## src/rtl/button_debouncer_if.sv

```systemverilog
// Pin-side signal bundle for button_debouncer: raw contact in, debounced level and strobes out.
// The master drives the raw pin and consumes the conditioned outputs; the debouncer is the slave.
interface button_debouncer_if;
    logic button_i;
    logic button_o;
    logic press_o;
    logic release_o;

    modport master (
        output button_i,
        input  button_o,
        input  press_o,
        input  release_o
    );

    modport slave (
        input  button_i,
        output button_o,
        output press_o,
        output release_o
    );
endinterface

```

## src/rtl/button_debouncer.sv

```systemverilog
// Contact debouncer: flop-chain synchronizer, stable-time filter FSM, registered level and
// one-cycle press/release strobes that change in the same cycle as the level.
//
//   state       | meaning
//   ------------+---------------------------------------------------------------
//   STABLE_LOW  | output low, synchronized input agrees
//   WAIT_HIGH   | output low, input high; counting consecutive high samples
//   STABLE_HIGH | output high, synchronized input agrees
//   WAIT_LOW    | output high, input low; counting consecutive low samples
module button_debouncer #(
    parameter int SYNC_STAGES   = 2,
    parameter int STABLE_CYCLES = 100000,
    parameter int CNT_W         = $clog2(STABLE_CYCLES + 1)
) (
    input logic               clk_i,
    input logic               rst_ni,
    button_debouncer_if.slave bus
);

    typedef enum logic [1:0] {
        STABLE_LOW  = 2'b00,
        WAIT_HIGH   = 2'b01,
        STABLE_HIGH = 2'b10,
        WAIT_LOW    = 2'b11
    } state_t;

    localparam logic [CNT_W-1:0] CNT_MAX  = CNT_W'(STABLE_CYCLES);
    localparam logic [CNT_W-1:0] CNT_ONE  = CNT_W'(1);
    localparam logic [CNT_W-1:0] CNT_ZERO = '0;

    logic [SYNC_STAGES-1:0] sync_q;
    logic                   btn_s;

    state_t                 state_q;
    state_t                 state_d;
    logic [CNT_W-1:0]       cnt_q;
    logic [CNT_W-1:0]       cnt_d;
    logic                   level_q;
    logic                   level_d;
    logic                   press_q;
    logic                   press_d;
    logic                   release_q;
    logic                   release_d;

    // Only the first stage ever sees the raw pin.
    always_ff @(posedge clk_i or negedge rst_ni) begin
        if (!rst_ni) begin
            sync_q <= '0;
        end else begin
            sync_q <= {sync_q[SYNC_STAGES-2:0], bus.button_i};
        end
    end

    assign btn_s = sync_q[SYNC_STAGES-1];

    always_ff @(posedge clk_i or negedge rst_ni) begin
        if (!rst_ni) begin
            state_q   <= STABLE_LOW;
            cnt_q     <= CNT_ZERO;
            level_q   <= 1'b0;
            press_q   <= 1'b0;
            release_q <= 1'b0;
        end else begin
            state_q   <= state_d;
            cnt_q     <= cnt_d;
            level_q   <= level_d;
            press_q   <= press_d;
            release_q <= release_d;
        end
    end

    // Terminal compare uses >= so a corrupted count can only shorten the wait, never wrap it.
    always_comb begin
        state_d   = state_q;
        cnt_d     = cnt_q;
        level_d   = level_q;
        press_d   = 1'b0;
        release_d = 1'b0;

        case (state_q)
            STABLE_LOW: begin
                level_d = 1'b0;
                if (btn_s) begin
                    state_d = WAIT_HIGH;
                    cnt_d   = CNT_ONE;
                end else begin
                    cnt_d   = CNT_ZERO;
                end
            end

            WAIT_HIGH: begin
                level_d = 1'b0;
                if (!btn_s) begin
                    state_d = STABLE_LOW;
                    cnt_d   = CNT_ZERO;
                end else if (cnt_q >= CNT_MAX) begin
                    state_d = STABLE_HIGH;
                    cnt_d   = CNT_ZERO;
                    level_d = 1'b1;
                    press_d = 1'b1;
                end else begin
                    cnt_d   = cnt_q + CNT_ONE;
                end
            end

            STABLE_HIGH: begin
                level_d = 1'b1;
                if (!btn_s) begin
                    state_d = WAIT_LOW;
                    cnt_d   = CNT_ONE;
                end else begin
                    cnt_d   = CNT_ZERO;
                end
            end

            WAIT_LOW: begin
                level_d = 1'b1;
                if (btn_s) begin
                    state_d = STABLE_HIGH;
                    cnt_d   = CNT_ZERO;
                end else if (cnt_q >= CNT_MAX) begin
                    state_d   = STABLE_LOW;
                    cnt_d     = CNT_ZERO;
                    level_d   = 1'b0;
                    release_d = 1'b1;
                end else begin
                    cnt_d     = cnt_q + CNT_ONE;
                end
            end

            default: begin
                state_d = STABLE_LOW;
                cnt_d   = CNT_ZERO;
                level_d = 1'b0;
            end
        endcase
    end

    assign bus.button_o  = level_q;
    assign bus.press_o   = press_q;
    assign bus.release_o = release_q;

endmodule

```

## src/flat_wrapper.sv

```systemverilog
// flat-port wrapper written by rule: the top's interface ports become plain ports
module button_debouncer_flat 
#(
    parameter int SYNC_STAGES   = 2,
    parameter int STABLE_CYCLES = 100000,
    parameter int CNT_W         = $clog2(STABLE_CYCLES + 1)
)
  (clk_i, rst_ni, bus_button_i, bus_button_o, bus_press_o, bus_release_o);
  button_debouncer_if bus_i ();
  input logic clk_i;
  input logic rst_ni;
  input wire logic [$bits(bus_i.button_i)-1:0] bus_button_i;
  output wire logic [$bits(bus_i.button_o)-1:0] bus_button_o;
  output wire logic [$bits(bus_i.press_o)-1:0] bus_press_o;
  output wire logic [$bits(bus_i.release_o)-1:0] bus_release_o;
  assign bus_i.button_i = bus_button_i;
  assign bus_button_o = bus_i.button_o;
  assign bus_press_o = bus_i.press_o;
  assign bus_release_o = bus_i.release_o;
  button_debouncer #(.SYNC_STAGES(SYNC_STAGES), .STABLE_CYCLES(STABLE_CYCLES), .CNT_W(CNT_W)) u_core (.clk_i(clk_i), .rst_ni(rst_ni), .bus(bus_i));
endmodule
```

## config.mk

```make
export PLATFORM = sky130hd
export DESIGN_NAME = button_debouncer_flat
export DESIGN_NICKNAME = d
export VERILOG_FILES = /design/src/rtl/button_debouncer_if.sv /design/src/rtl/button_debouncer.sv /design/src/flat_wrapper.sv
export SDC_FILE = /design/constraint.sdc
export NUM_CORES = 1
export LEC_CHECK = 0
export CORE_ASPECT_RATIO = 0.8
export CORE_MARGIN = 2
export CORE_UTILIZATION = 33
export CTS_BUF_LIST = sky130_fd_sc_hd__clkbuf_8
export DETAILED_ROUTE_END_ITERATION = 8
export PLACE_DENSITY = 0.53
export SYNTH_ARGS = -nofsm -noshare
export SYNTH_HDL_FRONTEND = slang
export SYNTH_SLANG_ARGS = --single-unit
```

## constraint.sdc

```tcl
create_clock -name clk_i -period 3.1 [get_ports clk_i]
set_input_delay 0.62 -clock clk_i [delete_from_list [all_inputs] [get_ports clk_i]]
set_output_delay 0.62 -clock clk_i [all_outputs]
set_load 0.02 [all_outputs]
```

==> results.sh, run 1 <==
export IMPL_outcome="finished clean"
export IMPL_fin_crit_sh_pct=58.55
export IMPL_die_h_um=57.80
export IMPL_insertion_delay_ns=0.26
export IMPL_cp_required_ns=2.48
export IMPL_critPathTopFamily="buffers and inverters"
export IMPL_root_buffer="clkbuf_8"
export IMPL_tightest_slew_ns=0.5980
export IMPL_rsz0062_at_grt="false"
export IMPL_maxCapViolations=0
export IMPL_power_density_nw_per_um2=394.6
export IMPL_die_width_um=71.24
export IMPL_io_buffers=5
export IMPL_yosysUniqueCellTypes=30
export IMPL_antennaDiodeCount=0
export IMPL_antenna_left=0
export IMPL_setup_slack_ns=1.285
export IMPL_hold_slack_ns=0.3530
export IMPL_syn_area_sq_um=1194
export IMPL_path_cells="clkdlybuf4s50_1"
export IMPL_r2r_start="u_core.cnt_q[9]$_DFF_PN0_"
export IMPL_ir_drop_v=0.0001764
export IMPL_crit_type="reg -> out"
export IMPL_grt_pass1_wl_um=4146
export IMPL_ios=6
export IMPL_wl_per_cell_um=14.43
export IMPL_dp_cells=154
export IMPL_seqPwrFrac_pct=61.7
export IMPL_hp_start="u_core.sync_q[0]$_DFF_PN0_"
export IMPL_synth_seq_cells=24
export IMPL_gr_total_overflow=0
export IMPL_worstPathArrival_ns=1.20
export IMPL_synth_nets=115
export IMPL_fin_skew_ns=0.0008802
export IMPL_clkTransAtPathRegs_ns=0.08
export IMPL_ys_warn_count=0
export IMPL_vias=809
export IMPL_timing_max_transition_violations_final=0
export IMPL_antenna_found_initial=0
export IMPL_core_area_sq_um=3447
export IMPL_swShare_pct=21.34
export IMPL_yosysSeqAreaShare_pct=50.31
export IMPL_cts_inserted_buffers=3
export IMPL_routed_wl_um=2266
export IMPL_p_int_w=0.0004094
export IMPL_final_cells=157
export IMPL_p_comb_share_pct=3.6
export IMPL_cp_slowest_stage_delay_ns=0.60
export IMPL_initial_core_util_pct=34.63
export IMPL_clock_path_buffers=2
export IMPL_synthCells=110
export IMPL_fmax_mhz=550.9
export IMPL_p_sw_w=0.0001110
export IMPL_vias_per_cell=5.153
export IMPL_cp_slowest_cell="clkdlybuf4s50_1"
export IMPL_areaGrowthSynthToFinish_pct=10.48
export IMPL_grt_max_degree=25
export IMPL_setup_violations=0
export IMPL_critPathLaunchType="flip-flop"
export IMPL_dp_hpwl_um=1553
export IMPL_htree_levels=1
export IMPL_path_buf_inv=1
export IMPL_fill_cells=332
export IMPL_fin_nets=122
export IMPL_tns_ns=0
export IMPL_drcViolationCount=0
export IMPL_cts_sinks=24
export IMPL_place_ws_ns=1.450
export IMPL_crit_start="u_core.bus.press_o$_DFF_PN0_"
export IMPL_power_leakage_nw=0.5060
export IMPL_die_area_sq_um=4117
export IMPL_syn_avg_cell_area_sq_um=10.85
export IMPL_path_max_fanout=1
export IMPL_slew_headroom_pct=60.03
export IMPL_cts_tree="done"
export IMPL_cts_hold_buf=0
export IMPL_cts_setup_buffers=0
export IMPL_row_count=19
export IMPL_track_usage_pct=13.33
export IMPL_drtIter0Drc=64
export IMPL_place_congestion=0.8149
export IMPL_hold_path_class="reg -> reg"
export IMPL_fin_crit_ns=1.815
export IMPL_cts_resized=0
export IMPL_firstDrtPassIters=4
export IMPL_drive_gt1_share_pct=12.17
export IMPL_seqCellArea_sq_um=600.6
export IMPL_multiInputGateArea_sq_um=551.8
export IMPL_hold_viol_final=0
export IMPL_grt_pass1_vias=808
export IMPL_endpoint_kind="output port"
export IMPL_pwr_share_clk_pct=34.7
[area by class of cell]
cell class                      count  area share [%]
Clock buffer                        3           3.131
Sequential cell                    24           45.54
Tap cell                           42           3.985
Inverter                            4           1.139
Timing Repair Buffer                6           4.364
Multi-Input combinational cell     78           41.84
[sequential cells by signal, indices dropped and copies added, names as in the netlist, named ones only]
| name | count |
|---|---|
| u_core.sync_q | 2 |
| u_core.bus.release_o | 1 |
| u_core.bus.button_o | 1 |
| u_core.cnt_q | 17 |
| u_core.bus.press_o | 1 |
| u_core.state_q | 1 |
[placed cells by master, fill, tap and decap left out, types with 3 or more instances in the layout]
cell type | netlist | routed
a211oi_1 | 3 | 3
xor2_1 | 3 | 3
inv_1 | 4 | 4
nand4_1 | 3 | 3
nand3_1 | 7 | 7
nand2_1 | 9 | 9
dfrtp_1 | 24 | 24
xnor2_1 | 9 | 9
clkbuf_8 | 0 | 3
nor3_1 | 16 | 16
nor2_1 | 4 | 4
clkdlybuf4s50_1 | 0 | 5
[cells by family after synthesis]
family,Yosys count,share of synthesized area (%)
simple gates,52,25.16
flops,24,50.31
xor+xnor,12,8.806
compound gates,10,8.281
buf+inv,8,3.459
mux,2,1.887
fa+ha+maj,2,2.096
[cells in the mapped netlist, drive strengths merged]
cell / number / share of area, %
dfrtp: 24 / 50
nor3: 17 / 7.5
nand2: 9 / 2.8
xnor2: 9 / 6.6
nand3: 8 / 3.8
inv: 4 / 1.3
nor2: 4 / 1.3
a211oi: 3 / 1.9
and3: 3 / 1.7
nand4: 3 / 1.6
nor4: 3 / 2.8
xor2: 3 / 2.2
a21oi: 2 / 2.7
a31o: 2 / 1.5
and3b: 2 / 1.5
buf: 2 / 1.6
clkbuf: 2 / 0.63
ha: 2 / 2.1
mux2: 2 / 1.9
a21bo: 1 / 0.84
a21boi: 1 / 0.63
a41oi: 1 / 0.73
nand3b: 1 / 0.63
nor3b: 1 / 0.63
or3: 1 / 0.94
[routing by layer]
| layer | vias to the layer above | GRT usage [%] | wire [um] |
|---|---|---|---|
| met5 | - | 0 | 0 |
| li1 | 399 | - | - |
| met2 | 10 | 17.59 | 957 |
| met1 | 398 | 19.54 | 1194 |
| met3 | 2 | 4.174 | 78 |
| met4 | 0 | 6.469 | 36 |
[power groups by stage]
stage / sequential (W) / clock, W / combinational, W
3_3_place_gp: 0.000327 / 0 / 0.0000186
2_1_floorplan: 0.000326 / 0 / 0.00000769
6_report: 0.000321 / 0.000181 / 0.0000186
4_1_cts: 0.000321 / 0.000189 / 0.0000193
3_5_place_dp: 0.000327 / 0 / 0.0000192
5_1_grt: 0.000322 / 0.000211 / 0.0000221
[final timing paths]
kind	endpoint	slack, ns	cells past startpoint
max	bus_press_o	1.28	1
min	u_core.sync_q[1]$_DFF_PN0_	0.35	0
max reg2reg	u_core.state_q[0]$_DFFE_PN0P_	1.43	4
min reg2reg	u_core.sync_q[1]$_DFF_PN0_	0.35	0
max in group asynchronous	u_core.cnt_q[6]$_DFF_PN0_	2.15	2
min in group asynchronous	u_core.bus.press_o$_DFF_PN0_	0.72	2
[per-stage QoR]
stage / area, sq um / total power [W] / util [%]
floorplan: 1194 / 0.0003336 / -
global placement: 1277 / 0.0003461 / 37.06
detailed placement: 1277 / 0.0003466 / 37.06
CTS: 1319 / 0.0005293 / 38.26
global route: 1319 / 0.0005548 / 38.26
finish: 1319 / 0.0005204 / 38.26
(Power assumes the default switching activity.)
==> run 2, diff against run 1 <==
--- a/config.mk
+++ b/config.mk
@@ -10,7 +10,7 @@
 export CORE_UTILIZATION = 33
 export CTS_BUF_LIST = sky130_fd_sc_hd__clkbuf_8
 export DETAILED_ROUTE_END_ITERATION = 8
-export PLACE_DENSITY = 0.53
+export PLACE_DENSITY = 0.55
 export SYNTH_ARGS = -nofsm -noshare
 export SYNTH_HDL_FRONTEND = slang
 export SYNTH_SLANG_ARGS = --single-unit
==> constraint.sdc (replaced) <==
create_clock -name clk_i -period 1.5 [get_ports clk_i]
set_input_delay 0.3 -clock clk_i [delete_from_list [all_inputs] [get_ports clk_i]]
set_output_delay 0.3 -clock clk_i [all_outputs]
set_load 0.02 [all_outputs]
==> run 2 against run 1 <==
Compared with the run above:
- core utilization up 5.5 points
- sequential power up 110%
- register-to-register slack worse by 1.4 ns
- sequential cell count unchanged
- largest cell class unchanged
- global-route usage down 0.94 points
- hold slack better by 0.0042 ns
- highest routed layer unchanged
- worst setup slack worse by 1.3 ns
- clock-buffer cell count unchanged
- clock skew up 0.0015 ns
- critical path type is now reg -> reg
- non-clock buffer count up 20
==> results.sh, run 2 (synthesized netlist as in run 1, its figures left out) <==
export IMPL_path_max_fanout=5
export IMPL_reg_top3="u_core.cnt_q (17), u_core.sync_q (2)"
export IMPL_grt_max_degree=25
export IMPL_endpoint_kind="flip-flop"
export IMPL_setup_violations=0
export IMPL_cts_tree="done"
export IMPL_track_usage_pct=12.38
export IMPL_cts_hold_buf=0
export IMPL_row_count=19
export IMPL_crit_type="reg -> reg"
export IMPL_core_area_sq_um=3447
export IMPL_cts_inserted_buffers=3
export IMPL_initial_core_util_pct=34.63
export IMPL_critPathLaunchType="flip-flop"
export IMPL_dpl_instance_area_sq_um=1390
export IMPL_power_w=0.001083
export IMPL_final_common_cell="dfrtp_1"
export IMPL_place_congestion=0.7872
export IMPL_die_area_sq_um=4117
export IMPL_drive_gt1_share_pct=28.15
export IMPL_setup_slack_ns=0.0001222
export IMPL_slew_headroom_pct=74.99
export IMPL_worstPathArrival_ns=1.65
export IMPL_grt_pass1_wl_um=3884
export IMPL_clock_path_buffers=2
export IMPL_fin_crit_ns=1.500
export IMPL_cts_sinks=24
export IMPL_seqCellArea_sq_um=600.6
export IMPL_dp_hpwl_um=1614
export IMPL_antenna_left=0
export IMPL_stdcell_area_sq_um=1508
export IMPL_place_ws_ns=-0.06810
export IMPL_hold_viol_final=0
export IMPL_vias_per_cell=5.102
export IMPL_drtIter0Drc=81
export IMPL_fin_util_pct=43.74
export IMPL_path_cells="nor3_1, or3_4, a21oi_4, mux2_1"
export IMPL_ir_drop_v=0.0003777
export IMPL_hold_path_class="reg -> reg"
export IMPL_timing_max_transition_violations_final=0
export IMPL_die_h_um=57.80
export IMPL_rsz0062_at_grt="true"
export IMPL_routed_wl_um=2355
export IMPL_ios=6
export IMPL_path_buf_inv=0
export IMPL_wl_per_cell_um=13.31
export IMPL_cp_required_ns=1.65
export IMPL_areaGrowthSynthToFinish_pct=26.31
export IMPL_largest_reg_flops=17
export IMPL_final_cell_mix="dfrtp_1 (24), buf_4 (20), nor3_1 (15)"
export IMPL_firstDrtPassIters=4
export IMPL_maxCapViolations=0
export IMPL_cp_slowest_cell="dfrtp_1"
export IMPL_power_leakage_nw=0.6406
export IMPL_drcViolationCount=0
export IMPL_fin_skew_ns=0.002388
export IMPL_cp_slowest_stage_delay_ns=0.41
export IMPL_htree_levels=1
export IMPL_regMostFlops="u_core.cnt_q"
export IMPL_fmax_mhz=666.7
export IMPL_gr_total_overflow=0
export IMPL_die_width_um=71.24
export IMPL_insertion_delay_ns=0.26
export IMPL_antenna_found_initial=0
export IMPL_root_buffer="clkbuf_8"
export IMPL_vias=903
export IMPL_fin_nets=142
export IMPL_grt_pass1_vias=786
export IMPL_fin_crit_sh_pct=99.99
export IMPL_critPathTopFamily="simple AND/OR/NAND/NOR gates"
export IMPL_outcome="finished clean"
export IMPL_power_density_nw_per_um2=718.2
export IMPL_tightest_slew_ns=0.3718
export IMPL_fill_cells=324
export IMPL_antennaDiodeCount=0
export IMPL_io_buffers=5
export IMPL_multiInputGateArea_sq_um=578.1
export IMPL_clkTransAtPathRegs_ns=0.08
==> run 2: final timing paths <==
path	startpoint	end	slack, ns	depth (start not counted)
worst min register to register	u_core.sync_q[0]$_DFF_PN0_	u_core.sync_q[1]$_DFF_PN0_	0.36	0
worst max register to register	u_core.cnt_q[5]$_DFF_PN0_	flip-flop	0.0001	4
worst min-delay path	u_core.sync_q[0]$_DFF_PN0_	u_core.sync_q[1]$_DFF_PN0_	0.36	0
max in group asynchronous	rst_ni	u_core.cnt_q[0]$_DFF_PN0_	0.89	2
min in group asynchronous	rst_ni	u_core.bus.press_o$_DFF_PN0_	0.39	2
worst max-delay path	u_core.cnt_q[5]$_DFF_PN0_	flip-flop	0.0001	4
==> run 2: timing repair <==
item                       CTS  global route
hold endpoints to repair     0             0
setup buffers                3             2
pin swaps                    1             3
gates resized for setup      2             6
setup endpoints to repair   20            18
==> run 2: per-layer routing <==
| metal | GRT usage [%] | part of all wire (%) | vias up |
|---|---|---|---|
| met1 | 19.91 | 53 | 438 |
| li1 | - | - | 439 |
| met5 | 0 | 0 | - |
| met4 | 4.043 | 0.93 | 0 |
| met2 | 14.81 | 41 | 24 |
| met3 | 4.348 | 4.6 | 2 |
==> run 2: through the flow <==
step,setup TNS (ns),hold slack (ns),cells
final,0,0.3572,177
after global placement,-0.01026,0.3407,169
after global routing,-0.1439,0.3704,177
after detailed placement,-0.2350,0.3426,169
after CTS,0,0.3618,175
after floorplan,0,0.004409,110
==> run 2: power breakdown <==
| group | total, W | leakage (nW) | internal [W] | switching [W] |
|---|---|---|---|---|
| registers | 0.000660 | 0.326 | 0.000654 | 0.00000579 |
| logic | 0.0000496 | 0.293 | 0.0000194 | 0.0000302 |
| clock network | 0.000374 | 0.0216 | 0.000179 | 0.000194 |
==> run 2: cell type report <==
type / instances / share of cell area [%]
multi-input combinational: 78 / 38.34
timing repair buffer: 26 / 14.61
inverter: 4 / 0.9958
sequential: 24 / 39.83
tap: 42 / 3.485
clock buffer: 3 / 2.739
==> run 3, diff against run 2 <==
--- a/config.mk
+++ b/config.mk
@@ -5,6 +5,7 @@
 export SDC_FILE = /design/constraint.sdc
 export NUM_CORES = 1
 export LEC_CHECK = 0
+export CAP_MARGIN = 40
 export CORE_ASPECT_RATIO = 0.8
 export CORE_MARGIN = 2
 export CORE_UTILIZATION = 33
==> constraint.sdc (replaced) <==
create_clock -name clk_i -period 1.5 [get_ports clk_i]
set_input_delay 0.45 -clock clk_i [delete_from_list [all_inputs] [get_ports clk_i]]
set_output_delay 0.45 -clock clk_i [all_outputs]
set_load 0.02 [all_outputs]
==> run 3 against run 2 <==
Compared with the run above:
- critical path depth unchanged
- sequential power about the same
- cell count unchanged
==> results.sh, run 3 (synthesized netlist as in run 1, its figures left out) <==
export IMPL_reg_top3="u_core.cnt_q (17), u_core.sync_q (2)"
export IMPL_tightest_slew_ns=0.3664
export IMPL_largest_reg_flops=17
export IMPL_hold_path_class="reg -> reg"
export IMPL_setup_violations=0
export IMPL_routed_wl_um=2421
export IMPL_track_usage_pct=13.09
export IMPL_die_area_sq_um=4117
export IMPL_fin_nets=142
export IMPL_critPathLaunchType="flip-flop"
export IMPL_clkTransAtPathRegs_ns=0.08
export IMPL_rsz0062_at_grt="true"
export IMPL_firstDrtPassIters=4
export IMPL_grt_pass1_wl_um=4181
export IMPL_multiInputGateArea_sq_um=580.6
export IMPL_worstPathArrival_ns=1.62
export IMPL_root_buffer="clkbuf_8"
export IMPL_fill_cells=328
export IMPL_grt_max_degree=25
export IMPL_endpoint_kind="flip-flop"
export IMPL_final_cell_mix="dfrtp_1 (24), buf_4 (20), nor3_1 (14)"
export IMPL_wl_per_cell_um=13.68
export IMPL_timing_max_transition_violations_final=0
export IMPL_drive_gt1_share_pct=28.15
export IMPL_regMostFlops="u_core.cnt_q"
export IMPL_stdcell_area_sq_um=1506
export IMPL_io_buffers=5
export IMPL_path_max_fanout=5
export IMPL_cts_sinks=24
export IMPL_fin_skew_ns=0.005827
export IMPL_clock_path_buffers=2
export IMPL_fin_crit_ns=1.475
export IMPL_grt_pass1_vias=900
export IMPL_power_density_nw_per_um2=717.2
export IMPL_ios=6
export IMPL_crit_type="reg -> reg"
export IMPL_ir_drop_v=0.0005882
export IMPL_dp_hpwl_um=1715
export IMPL_hp_start="u_core.sync_q[0]$_DFF_PN0_"
export IMPL_slew_headroom_pct=75.39
export IMPL_r2r_start="u_core.cnt_q[8]$_DFF_PN0_"
export IMPL_vias=885
export IMPL_seqCellArea_sq_um=600.6
export IMPL_power_leakage_nw=0.6322
export IMPL_core_area_sq_um=3447
export IMPL_cp_required_ns=1.65
export IMPL_vias_per_cell=5.000
export IMPL_insertion_delay_ns=0.26
export IMPL_antenna_left=0
export IMPL_cts_hold_buf=0
export IMPL_drcViolationCount=0
export IMPL_dpl_instance_area_sq_um=1403
export IMPL_gr_total_overflow=0
export IMPL_outcome="finished clean"
export IMPL_final_common_cell="dfrtp_1"
export IMPL_power_w=0.001080
export IMPL_fin_crit_sh_pct=98.34
export IMPL_maxCapViolations=0
export IMPL_cts_tree="done"
export IMPL_place_congestion=0.7805
export IMPL_antennaDiodeCount=0
export IMPL_crit_start="u_core.cnt_q[8]$_DFF_PN0_"
export IMPL_hold_viol_final=0
export IMPL_antenna_found_initial=0
export IMPL_drtIter0Drc=30
export IMPL_row_count=19
export IMPL_cts_inserted_buffers=3
export IMPL_htree_levels=1
export IMPL_die_h_um=57.80
export IMPL_fmax_mhz=677.9
export IMPL_die_width_um=71.24
export IMPL_initial_core_util_pct=34.63
export IMPL_areaGrowthSynthToFinish_pct=26.21
[run 3: cell types whose count changed in the layout (fill, tap and decap cells not counted)]
cell,delta
ha_1,+1
nor3_1,-1
dlygate4sd2_1,+1
dlymetal6s2s_1,-1
nor3_2,+1
ha_2,-1
[run 3: critical path, stage by stage (launching register included)]
cell and delay (ns):
dfrtp_1 0.39, nor2_1 0.05, or3_4 0.40, a21oi_4 0.19, mux2_1 0.33
[run 3: final cells by class]
cell class                 count  area share, %
sequential                    24          39.87
timing repair buffer          26          14.37
clock buffer                   3          2.741
multi-input combinational     78          38.54
inverter                       4         0.9967
tap                           42          3.488
[run 3: layer usage]
metal  up-vias  global-route usage, %  part of all wire [%]
met3         2                  3.652                   2.2
li1        438                      -                     -
met1       441                  17.85                    51
met4         0                  3.235                  0.91
met5         -                      0                     0
met2         4                  20.77                    45
[run 3: repair_timing]
item / in CTS / in global routing
gates resized for setup: 3 / 5
buffers inserted: 3 / 2
endpoints found under the setup margin: 20 / 12
pin swaps: 2 / 3
[run 3: worst paths after layout]
| path | to | slack (ns) | cells after the start |
|---|---|---|---|
| worst max-delay path | u_core.bus.button_o$_DFF_PN0_ | 0.02 | 4 |
| worst min-delay path | u_core.sync_q[1]$_DFF_PN0_ | 0.38 | 0 |
| worst max register to register | u_core.bus.button_o$_DFF_PN0_ | 0.02 | 4 |
| worst min register to register | u_core.sync_q[1]$_DFF_PN0_ | 0.38 | 0 |
| max in group asynchronous | u_core.cnt_q[4]$_DFF_PN0_ | 0.81 | 2 |
| min in group asynchronous | u_core.cnt_q[15]$_DFF_PN0_ | 0.54 | 2 |
[run 3: through the flow]
stage          TNS (ns)  instances  setup WS, ns  hold slack (ns)  util (%)
6_report              0        177       0.02490           0.3792     43.70
5_1_grt         -0.1330        177      -0.04588           0.3904     43.70
4_1_cts               0        175      0.002992           0.3754     42.43
3_5_place_dp    -0.2316        169      -0.06052           0.3571     40.69
3_3_place_gp   -0.03289        169      -0.03131           0.3371     40.69
2_1_floorplan         0        110       0.01449           0.1544         -
[run 3: power breakdown]
| part | leakage (nW) | internal [W] | switching (W) | total (W) |
|---|---|---|---|---|
| logic | 0.284 | 0.0000232 | 0.0000313 | 0.0000545 |
| registers | 0.326 | 0.000654 | 0.00000617 | 0.000660 |
| clock network | 0.0216 | 0.000179 | 0.000187 | 0.000366 |
